### config.mk
export PLATFORM = sky130hd
export DESIGN_NAME = sram_arbiter
export DESIGN_NICKNAME = d
export VERILOG_FILES = /design/src/rtl/sram_arbiter.sv
export SDC_FILE = /design/constraint.sdc
export NUM_CORES = 1
export LEC_CHECK = 0
export ABC_AREA = 1
export BUFFER_PORTS_ARGS = -buffer_cell sky130_fd_sc_hd__buf_2
export CAP_MARGIN = 30
export CORE_MARGIN = 1.5
export CORE_UTILIZATION = 48
export CTS_CLUSTER_DIAMETER = 50
export DETAILED_ROUTE_END_ITERATION = 6
export GPL_ROUTABILITY_DRIVEN = 0
export PLACE_DENSITY_LB_ADDON = 0.1
export SLEW_MARGIN = 20
export SYNTH_ARGS = -nofsm -noshare
export SYNTH_HDL_FRONTEND = slang
export SYNTH_SLANG_ARGS = --single-unit
### constraint.sdc
create_clock -name clk -period 2.92 [get_ports clk]
set_input_delay 0.292 -clock clk [delete_from_list [all_inputs] [get_ports clk]]
set_output_delay 0.292 -clock clk [all_outputs]
set_load 0.02 [all_outputs]
### src/rtl/sram_arbiter.sv
// sram_arbiter: shares one single-port SRAM between the table loader (writes)
// and the two DDS lookup read ports (sin = port 0, cos = port 1).
// All SRAM controls and acks are registered one cycle after the decision.
// A LOAD/RUN sequencer holds reads off until the table load completes.
// Read returns are tracked with an RD_LAT-deep tag pipeline.
module sram_arbiter #(
    parameter int ADDR_W = 16,
    parameter int DATA_W = 16,
    parameter int RD_LAT = 1
) (
    input  logic              clk,
    input  logic              rst,
    input  logic              load_done,
    input  logic              wr_req,
    input  logic [ADDR_W-1:0] wr_addr,
    input  logic [DATA_W-1:0] wr_data,
    output logic              wr_ack,
    input  logic              rd0_req,
    input  logic [ADDR_W-1:0] rd0_addr,
    output logic              rd0_ack,
    output logic              rd0_valid,
    output logic [DATA_W-1:0] rd0_data,
    input  logic              rd1_req,
    input  logic [ADDR_W-1:0] rd1_addr,
    output logic              rd1_ack,
    output logic              rd1_valid,
    output logic [DATA_W-1:0] rd1_data,
    output logic              running,
    output logic              sram_wen,
    output logic [ADDR_W-1:0] sram_addr,
    output logic [DATA_W-1:0] sram_wdata,
    input  logic [DATA_W-1:0] sram_rdata
);

    typedef enum logic {
        ST_LOAD,
        ST_RUN
    } state_e;

    typedef enum logic [1:0] {
        GNT_NONE,
        GNT_WR,
        GNT_RD0,
        GNT_RD1
    } grant_e;

    state_e              state_q;
    logic                running_q;

    logic                wr_ack_q;
    logic                rd0_ack_q;
    logic                rd1_ack_q;
    logic                rr_ptr_q;      // 0: rd0 preferred, 1: rd1 preferred
    logic                sram_wen_q;
    logic [ADDR_W-1:0]   sram_addr_q;
    logic [DATA_W-1:0]   sram_wdata_q;

    logic [RD_LAT-1:0]   tag_vld_q;
    logic [RD_LAT-1:0]   tag_port_q;
    logic                rd0_valid_q;
    logic                rd1_valid_q;
    logic [DATA_W-1:0]   rd0_data_q;
    logic [DATA_W-1:0]   rd1_data_q;

    logic                wr_elig;
    logic                rd0_elig;
    logic                rd1_elig;
    grant_e              grant_d;

    // Decide this cycle's grant from the live requests, masking any requester
    // whose ack is already high so a held request is not granted twice.
    // The write mask also forces the cycle after a write grant to serve a
    // pending read, which is what keeps the DDS from starving during rewrites.
    always_comb begin
        // NOTE: every signal assigned here gets a default first, so no path leaves it unassigned and no latch is inferred.
        grant_d  = GNT_NONE;
        wr_elig  = wr_req && !wr_ack_q;
        rd0_elig = (state_q == ST_RUN) && rd0_req && !rd0_ack_q;
        rd1_elig = (state_q == ST_RUN) && rd1_req && !rd1_ack_q;

        if (wr_elig) begin
            grant_d = GNT_WR;
        end else if (rd0_elig && rd1_elig) begin
            grant_d = rr_ptr_q ? GNT_RD1 : GNT_RD0;
        end else if (rd0_elig) begin
            grant_d = GNT_RD0;
        end else if (rd1_elig) begin
            grant_d = GNT_RD1;
        end
    end

    // LOAD/RUN sequencer; running is registered together with the state.
    always_ff @(posedge clk) begin
        // NOTE: state is updated with non-blocking assignments so every register samples the pre-edge values of the others.
        if (rst) begin
            state_q   <= ST_LOAD;
            running_q <= 1'b0;
        end else if (state_q == ST_LOAD && load_done) begin
            state_q   <= ST_RUN;
            running_q <= 1'b1;
        end
    end

    // Register the grant onto the SRAM port and the matching ack.
    always_ff @(posedge clk) begin
        if (rst) begin
            wr_ack_q     <= 1'b0;
            rd0_ack_q    <= 1'b0;
            rd1_ack_q    <= 1'b0;
            rr_ptr_q     <= 1'b0;
            sram_wen_q   <= 1'b0;
            sram_addr_q  <= '0;
            sram_wdata_q <= '0;
        end else begin
            wr_ack_q   <= (grant_d == GNT_WR);
            rd0_ack_q  <= (grant_d == GNT_RD0);
            rd1_ack_q  <= (grant_d == GNT_RD1);
            sram_wen_q <= (grant_d == GNT_WR);
            case (grant_d)
                GNT_WR: begin
                    sram_addr_q  <= wr_addr;
                    sram_wdata_q <= wr_data;
                end
                GNT_RD0: begin
                    sram_addr_q <= rd0_addr;
                    rr_ptr_q    <= 1'b1;
                end
                GNT_RD1: begin
                    sram_addr_q <= rd1_addr;
                    rr_ptr_q    <= 1'b0;
                end
                default: begin
                    // Idle: address and write data hold their last values.
                end
            endcase
        end
    end

    // Carry each read's port id alongside the SRAM latency and capture the
    // returning word into that port's data register when the tag exits.
    always_ff @(posedge clk) begin
        if (rst) begin
            // NOTE: the tag pipeline is reset because a stale valid bit would produce a spurious return; the data registers are reset only because their reset value is visible at the ports.
            tag_vld_q   <= '0;
            tag_port_q  <= '0;
            rd0_valid_q <= 1'b0;
            rd1_valid_q <= 1'b0;
            rd0_data_q  <= '0;
            rd1_data_q  <= '0;
        end else begin
            tag_vld_q[0]  <= (grant_d == GNT_RD0) || (grant_d == GNT_RD1);
            tag_port_q[0] <= (grant_d == GNT_RD1);
            for (int i = 1; i < RD_LAT; i++) begin
                tag_vld_q[i]  <= tag_vld_q[i-1];
                tag_port_q[i] <= tag_port_q[i-1];
            end

            rd0_valid_q <= tag_vld_q[RD_LAT-1] && !tag_port_q[RD_LAT-1];
            rd1_valid_q <= tag_vld_q[RD_LAT-1] &&  tag_port_q[RD_LAT-1];
            if (tag_vld_q[RD_LAT-1] && !tag_port_q[RD_LAT-1]) begin
                rd0_data_q <= sram_rdata;
            end
            if (tag_vld_q[RD_LAT-1] && tag_port_q[RD_LAT-1]) begin
                rd1_data_q <= sram_rdata;
            end
        end
    end

    assign running    = running_q;
    assign wr_ack     = wr_ack_q;
    assign rd0_ack    = rd0_ack_q;
    assign rd1_ack    = rd1_ack_q;
    assign sram_wen   = sram_wen_q;
    assign sram_addr  = sram_addr_q;
    assign sram_wdata = sram_wdata_q;
    assign rd0_valid  = rd0_valid_q;
    assign rd1_valid  = rd1_valid_q;
    assign rd0_data   = rd0_data_q;
    assign rd1_data   = rd1_data_q;

endmodule

==> reports/metrics.csv, run 1 <==
stage;metric;value;unit
routing;vias;3060;
finish;fill_cells;539;
cts;cts.sinks;72;
pwr;sequentialPowerShare;0.458;
worst_setup_path;crit_required;3.15;ns
cts;clk_pin_slew;0.08;ns
logic_synthesis;ys_top_cells_by_area;dfxtp_1, nor2_1, o21ai_0;
logic_synthesis;synth.avg_cell_area;7.18;um^2
logic_synthesis;synth_top_cell_by_area;dfxtp_1;
worst_setup_path;max_stage_delay;0.41;ns
worst_setup_path;cp-startpoint;running;
pwr;clkPwrFrac;0.375;
grt;grt_pass1_vias;2711;
finish;fin_nets;635;
grt;grt_pass1_wl;12000;um
die;die_w;80.5;um
placed_design;io_buffers;156;
pwr;power.switching;0.644;mW
worst_setup_path;start_kind;register;
logic_synthesis;synth_cell_type_count;19;
die;dieHeight;80.5;um
sta;min_period;1.59;ns
finish;area_growth;36.1;%
cts;cts_tree;built;
pwr;p_leak;2.02;nW
pwr;intPower;1.69;mW
worst_setup_path;crit_arrival;1.83;ns
sta;setup_viol;0;
die;dieArea;6470;um^2
worst_setup_path;crit_path_frequent_cell;nor2_1;
worst_setup_path;cp_cell_sequence;nand3_2 -> inv_2 -> nand2_2 -> nand2_4 -> nor2_1 -> nor2_1 -> nor2_1;
sta;slew_headroom;0.542;
cts;postCtsSetupBuffers;0;
worst_setup_path;endpoint_kind;register;
routing;wl_per_cell;12.3;um
worst_setup_path;timing.rr.start;running;
cts;cts_root_buffer;clkbuf_8;
die;row_count;28;
logic_synthesis;netlist_area;2880;um^2
sta;fin_setup_tns;0;ns
logic_synthesis;synth_top_cell_area_share;0.500;
hold_path;min_path_type;in2reg;
pwr;max-vdd-ir-drop;0.280;mV
flow_run;maxCapViolCount;0;
die;initial_core_util;0.492;
grt;grt_overflow;0;
worst_setup_path;path_class;reg2reg;
finish;drive_gt1_frac;0.334;
routing;viasPerCell;4.86;
logic_synthesis;syn_inst;401;
routing;ant_nets;0;
finish;fin_area;3920;um^2
grt;grt_max_degree;34;
pwr;powerDensity;595;nW/um^2
pwr;pwr-share-comb;0.167;
sta;hold_viol;0;
logic_synthesis;synth-seq-cells;72;
worst_setup_path;path_max_fanout;15;
grt;antenna_found_initial;0;
pwr;sw_frac_of_total;0.276;
logic_synthesis;synth_nets;487;
die;pin_count;157;
routing;wirelength;7770;um
logic_synthesis;yosysWarningCount;0;
cts;cts_buffer_depth;2;
cts;holdBufCountCts;0;
sta;fin_skew;0.00774;ns
hold_path;min_from;wr_addr[2];
sta;finalHoldWorstSlack;0.153;ns
routing;drc;0;
cts;clk_latency;0.34;ns
sta;max_freq;628;MHz
cts;ctsResizeCount;0;
placed_design;place_hpwl;5440;um
finish;antenna_cells;0;
worst_setup_path;slowest_stage;dfxtp_1;
sta;rsz0062_at_grt;no;
placed_design;dpl_cell_area;3700;um^2
sta;fin_crit_sh;0.546;
routing;drtPass1Iterations;4;
cts;h-tree-depth;3;
cts;numCtsBuffers;9;
finish;utilization;0.670;
grt;track_usage;0.240;
die;core_area;5850;um^2
logic_synthesis;seq_area_frac_synth;0.500;
status;status;finished clean;
routing;drtIter0Drc;126;
sta;final_max_slew_viol_count;0;
sta;tightest_slew;0.687;ns
[per-stage QoR]
| stage | setup slack, ns | total power [mW] | cells |
|---|---|---|---|
| 6_report | 1.33 | 2.33 | 629 |
| 5_1_grt | 1.16 | 2.43 | 629 |
| 4_1_cts | 1.31 | 2.35 | 629 |
| 3_5_place_dp | 1.30 | 1.48 | 613 |
| 3_3_place_gp | 1.34 | 1.47 | 613 |
| 2_1_floorplan | 1.50 | 1.33 | 401 |
[power groups by stage]
| stage | combinational [mW] | sequential [mW] | clock (mW) |
|---|---|---|---|
| 2_1_floorplan | 0.165 | 1.16 | 0 |
| 3_5_place_dp | 0.388 | 1.09 | 0 |
| 5_1_grt | 0.433 | 1.08 | 0.923 |
| 4_1_cts | 0.390 | 1.07 | 0.890 |
| 3_3_place_gp | 0.383 | 1.09 | 0 |
| 6_report | 0.388 | 1.07 | 0.875 |
[per-layer routing]
metal | global-route usage | part of all wire | vias to the layer above | wire length (um)
met3 | 0.0614 | 0.079 | 18 | 617
met1 | 0.288 | 0.44 | 1334 | 3390
li1 | - | - | 1584 | -
met5 | 0 | 0 | - | 0
met2 | 0.403 | 0.46 | 124 | 3590
met4 | 0.105 | 0.022 | 0 | 170
[synthesized netlist by cell type]
| cell type | count |
|---|---|
| o21ai_0 | 60 |
| nor2_2 | 2 |
| buf_4 | 2 |
| nand3_1 | 15 |
| buf_2 | 7 |
| nor3_1 | 1 |
| clkbuf_1 | 14 |
| nand4_1 | 15 |
| nand3_2 | 2 |
| nand2_2 | 1 |
| nor2_1 | 141 |
| inv_1 | 22 |
| dfxtp_1 | 72 |
| a21oi_4 | 1 |
| a21oi_1 | 3 |
| nand2_1 | 31 |
| inv_2 | 2 |
| o21ai_1 | 9 |
| nand2_4 | 1 |
[flip-flops by register name, indices dropped and copies added (netlist names)]
| register | flops |
|---|---|
| tag_vld_q | 1 |
| rd0_ack | 1 |
| sram_addr | 16 |
| rd1_data | 16 |
| running | 1 |
| sram_wdata | 16 |
| rr_ptr_q | 1 |
| rd1_valid | 1 |
| sram_wen | 1 |
| rd0_data | 16 |
| rd0_valid | 1 |
| tag_port_q | 1 |
[critical path, delay by kind of cell, from the launching register on]
kind	cells	cell delay (ns)
buffers and inverters	1	0.27
AND/OR/NAND/NOR	6	0.81
flip-flops	1	0.41
[final timing paths]
check / slack (ns) / cells past startpoint / end
worst max-delay path: 1.33 / 7 / sram_addr[7]
worst max register to register: 1.33 / 7 / sram_addr[7]
worst min-delay path: 0.15 / 3 / sram_addr[2]
worst min register to register: 0.47 / 2 / rr_ptr_q
[area by class of cell]
| type | count | area, um^2 | area share |
|---|---|---|---|
| multi-input combinational | 282 | 1250 | 0.319 |
| tap | 75 | 93.8 | 0.0239 |
| inverter | 24 | 90.1 | 0.0230 |
| clock inverter | 5 | 80.1 | 0.0204 |
| timing repair buffer | 160 | 823 | 0.210 |
| clock buffer | 11 | 141 | 0.0361 |
| sequential | 72 | 1440 | 0.368 |
[cells in the final DEF (no fill, tap or decap), types with 2 or more instances in the layout]
cell type   instances
nand3_2             2
buf_4               3
nor2_2              3
nor2_1            140
dfxtp_1            72
bufinv_16           2
o21ai_1             9
inv_1              22
clkbuf_8           10
a21oi_1             3
nand2_1            31
clkinvlp_4          2
inv_2               2
nand3_1            15
buf_2             156
nand4_1            15
o21ai_0            60
[cells by family (layout without fill, tap and decap cells)]
| group | count (synthesis) | after routing | synth area share |
|---|---|---|---|
| simple gates | 209 | 209 | 0.302 |
| flops | 72 | 72 | 0.500 |
| compound gates | 73 | 73 | 0.131 |
| buf+inv | 47 | 200 | 0.0669 |
(Power assumes the default switching activity.)
==> run 2, diff against run 1 <==
Settings changed: ABC_AREA 1 to 0, CORE_UTILIZATION 48 to 39.
Clock period 2.92 ns to 1.4 ns, I/O delays scaled along.
==> reports/metrics.csv, run 2 <==
stage;metric;value;unit;change
logic_synthesis;ys_top_cells_by_area;dfxtp_1, nand2_1, a21oi_1;;was dfxtp_1, nor2_1, o21ai_0
cts;cts.sinks;72;;unchanged
sta;max_freq;775;MHz;was 628 MHz
sta;slew_headroom;0.651;;was 0.542
sta;final_max_slew_viol_count;0;;unchanged
finish;area_growth;44.0;%;was 36.1%
routing;drc;0;;unchanged
grt;track_usage;0.197;;was 0.240
pwr;p_leak;1.84;nW;was 2.02 nW
logic_synthesis;synth_cell_type_count;27;;was 19
flow_run;maxCapViolCount;0;;unchanged
logic_synthesis;synth-simple-area-share;0.175;;was 0.302
worst_setup_path;timing.rr.start;rd0_ack;;was running
grt;grt_overflow;0;;unchanged
cts;cts_tree;built;;unchanged
logic_synthesis;synth_ff_type;dfxtp_1;;unchanged
sta;fin_setup_tns;0;ns;unchanged
finish;fin_nets;563;;was 635
finish;fill_cells;652;;was 539
cts;clk_latency;0.34;ns;about the same
worst_setup_path;start_kind;register;;unchanged
worst_setup_path;regToRegSetupSlack;0.11;ns;was 1.33 ns
cts;cts_root_buffer;clkbuf_8;;unchanged
logic_synthesis;synthAdderAreaFrac;0;;unchanged
finish;stdcell_count;561;;was 629
hold_path;min_path_type;in2reg;;unchanged
die;dieHeight;86.5;um;was 80.5 um
routing;met1_length;3050;um;was 3390 um
logic_synthesis;synth-seq-cells;72;;unchanged
worst_setup_path;crit_required;1.65;ns;was 3.15 ns
finish;multi_input_area;1140;um^2;was 1250 um^2
placed_design;place_hpwl;5130;um;was 5440 um
finish;drive_gt1_frac;0.410;;was 0.334
die;die_w;86.5;um;was 80.5 um
logic_synthesis;seq_area_frac_synth;0.530;;was 0.500
logic_synthesis;yosysWarningCount;0;;unchanged
status;status;finished clean;;unchanged
worst_setup_path;crit_arrival;1.54;ns;was 1.83 ns
finish;seqCellArea;1440;um^2;unchanged
hold_path;min_from;wr_addr[9];;was wr_addr[2]
die;row_count;30;;was 28
cts;cts_buffer_depth;2;;unchanged
logic_synthesis;synth_top_family_by_area;compound AO/OA/AOI/OAI gates;;was simple AND/OR/NAND/NOR gates
cts;numCtsBuffers;9;;unchanged
logic_synthesis;synth-async-reset-ratio;0;;unchanged
worst_setup_path;path_class;reg2reg;;unchanged
finish;antenna_cells;0;;unchanged
logic_synthesis;synth_edf_count;0;;unchanged
logic_synthesis;synth.avg_cell_area;8.72;um^2;was 7.18 um^2
cts;clk_pin_slew;0.08;ns;about the same
logic_synthesis;synth_compound_area_frac;0.185;;was 0.131
routing;routed-wl-met3;642;um;was 617 um
placed_design;io_buffers;156;;unchanged
routing;vias;2707;;was 3060
sta;min_period;1.29;ns;was 1.59 ns
routing;wl_met2;3400;um;was 3590 um
pwr;powerDensity;1270;nW/um^2;was 595 nW/um^2
routing;drtPass1Iterations;4;;unchanged
logic_synthesis;synthMuxAreaShare;0.0589;;was 0
grt;antenna_found_initial;0;;unchanged
die;initial_core_util;0.403;;was 0.492
sta;fin_skew;0.00771;ns;was 0.00774 ns
finish;final_common_cell;buf_2;;unchanged
logic_synthesis;syn_inst;312;;was 401
routing;wirelength;7200;um;was 7770 um
logic_synthesis;synth-xor-area-share;0;;unchanged
grt;grt_pass1_wl;11600;um;was 12000 um
routing;viasPerCell;4.83;;was 4.86
pwr;max-vdd-ir-drop;0.569;mV;was 0.280 mV
logic_synthesis;netlist_area;2720;um^2;was 2880 um^2
cts;h-tree-depth;3;;unchanged
routing;ant_nets;0;;unchanged
placed_design;numPlacedInstances;541;;was 613
worst_setup_path;endpoint_kind;register;;unchanged
sta;setup_viol;0;;unchanged
logic_synthesis;synth_nets;398;;was 487
worst_setup_path;path_max_fanout;6;;was 15
logic_synthesis;synth.most_common_cell;nand2_1;;was nor2_1
grt;grt_max_degree;50;;was 34
logic_synthesis;synth_top_cell_area_share;0.530;;was 0.500
hold_path;holdPathStages;3;;unchanged
grt;grt_pass1_vias;2595;;was 2711
die;pin_count;157;;unchanged
logic_synthesis;synth_top_cell_by_area;dfxtp_1;;unchanged
routing;top_layer;met4;;unchanged
worst_setup_path;reg2reg_depth;5;;was 7
die;core_area;6760;um^2;was 5850 um^2
sta;rsz0062_at_grt;no;;unchanged
hold_path;min_to;sram_addr[9];;was sram_addr[2]
logic_synthesis;ys_top_cells_by_count;nand2_1, dfxtp_1, a21oi_1;;was nor2_1, dfxtp_1, o21ai_0
sta;tightest_slew;0.523;ns;was 0.687 ns
routing;drtIter0Drc;105;;was 126
sta;fin_crit_sh;0.922;;was 0.546
routing;wl_per_cell;12.8;um;was 12.3 um
worst_setup_path;reg2reg_to;rr_ptr_q;;was sram_addr[7]
sta;hold_viol;0;;unchanged
finish;final_cell_mix;buf_2, nand2_1, dfxtp_1;;was buf_2, nor2_1, dfxtp_1
die;dieArea;7490;um^2;was 6470 um^2
[run 2: changes by cell type after synthesis, moves of 4 or more]
cell / before / now
a32oi_1: 0 / 16
inv_1: 22 / 2
buf_2: 7 / 11
nand2_1: 31 / 97
a21oi_1: 3 / 48
nor2_1: 141 / 6
nand3_1: 15 / 0
clkbuf_1: 14 / 7
o21ai_0: 60 / 9
mux2i_1: 0 / 16
nand4_1: 15 / 0
[run 2: what timing repair did]
action	4_1_cts	5_1_grt
hold endpoints to repair	2	0
setup buffers	0	3
endpoints found under the setup margin	0	16
resized for setup	0	0
hold buffers	2	0
[run 2: cell type report]
type	instances	share of cell area
sequential	72	0.368
clock buffer	10	0.0351
tap	80	0.0255
timing repair buffer	178	0.246
multi-input combinational	214	0.291
inverter	2	0.00192
clock inverter	5	0.0329
[run 2: critical path, stage by stage, from the launching register on]
cell	delay, ns
dfxtp_1	0.33
nor2b_1	0.20
o21ai_4	0.10
buf_4	0.17
o21ba_2	0.20
a211oi_1	0.21
[run 2: how the worst max path moves through the flow]
stage,cells after the start,from,to,slack (ns)
after floorplan,6,tag_port_q,sram_addr[10],0.003
after global placement,5,tag_port_q,sram_addr[2],0.14
after detailed placement,4,sram_wen,sram_addr[15],0.10
after CTS,4,sram_wen,sram_addr[15],0.05
after global routing,5,tag_port_q,sram_addr[4],0.007
final,5,rd0_ack,rr_ptr_q,0.11
[run 2: logic make-up (layout without fill, tap and decap cells)]
group | after synthesis | after routing
AOI/OAI and AO/OA | 84 | 84
buffers and inverters | 26 | 195
DFF | 72 | 72
muxes | 16 | 16
and+or+nand+nor | 114 | 114
[run 2: layer usage]
metal	vias to the layer above	GRT usage
li1	1383	-
met1	1207	0.229
met2	108	0.336
met3	9	0.0571
met4	0	0.0880
met5	-	0
[run 2: power by group]
| part | switching, mW | leakage [nW] | total (mW) | internal (mW) |
|---|---|---|---|---|
| Sequential | 0.0463 | 0.588 | 2.18 | 2.14 |
| Clock | 0.765 | 0.133 | 2.17 | 1.41 |
| Combinational | 0.346 | 1.12 | 0.610 | 0.264 |
| Total | 1.16 | 1.84 | 4.96 | 3.81 |
[run 2: through the flow]
stage	total power, mW	hold WS [ns]	utilization	setup WS, ns	cell area, um^2
final	4.96	0.00754	0.580	0.109	3920
after global routing	5.15	0.0213	0.580	0.00736	3920
after CTS	5.00	0.0000898	0.577	0.0522	3900
after detailed placement	2.83	0.355	0.534	0.100	3610
after global placement	2.83	0.349	0.534	0.139	3610
after floorplan	2.56	0.256	-	0.00268	2720
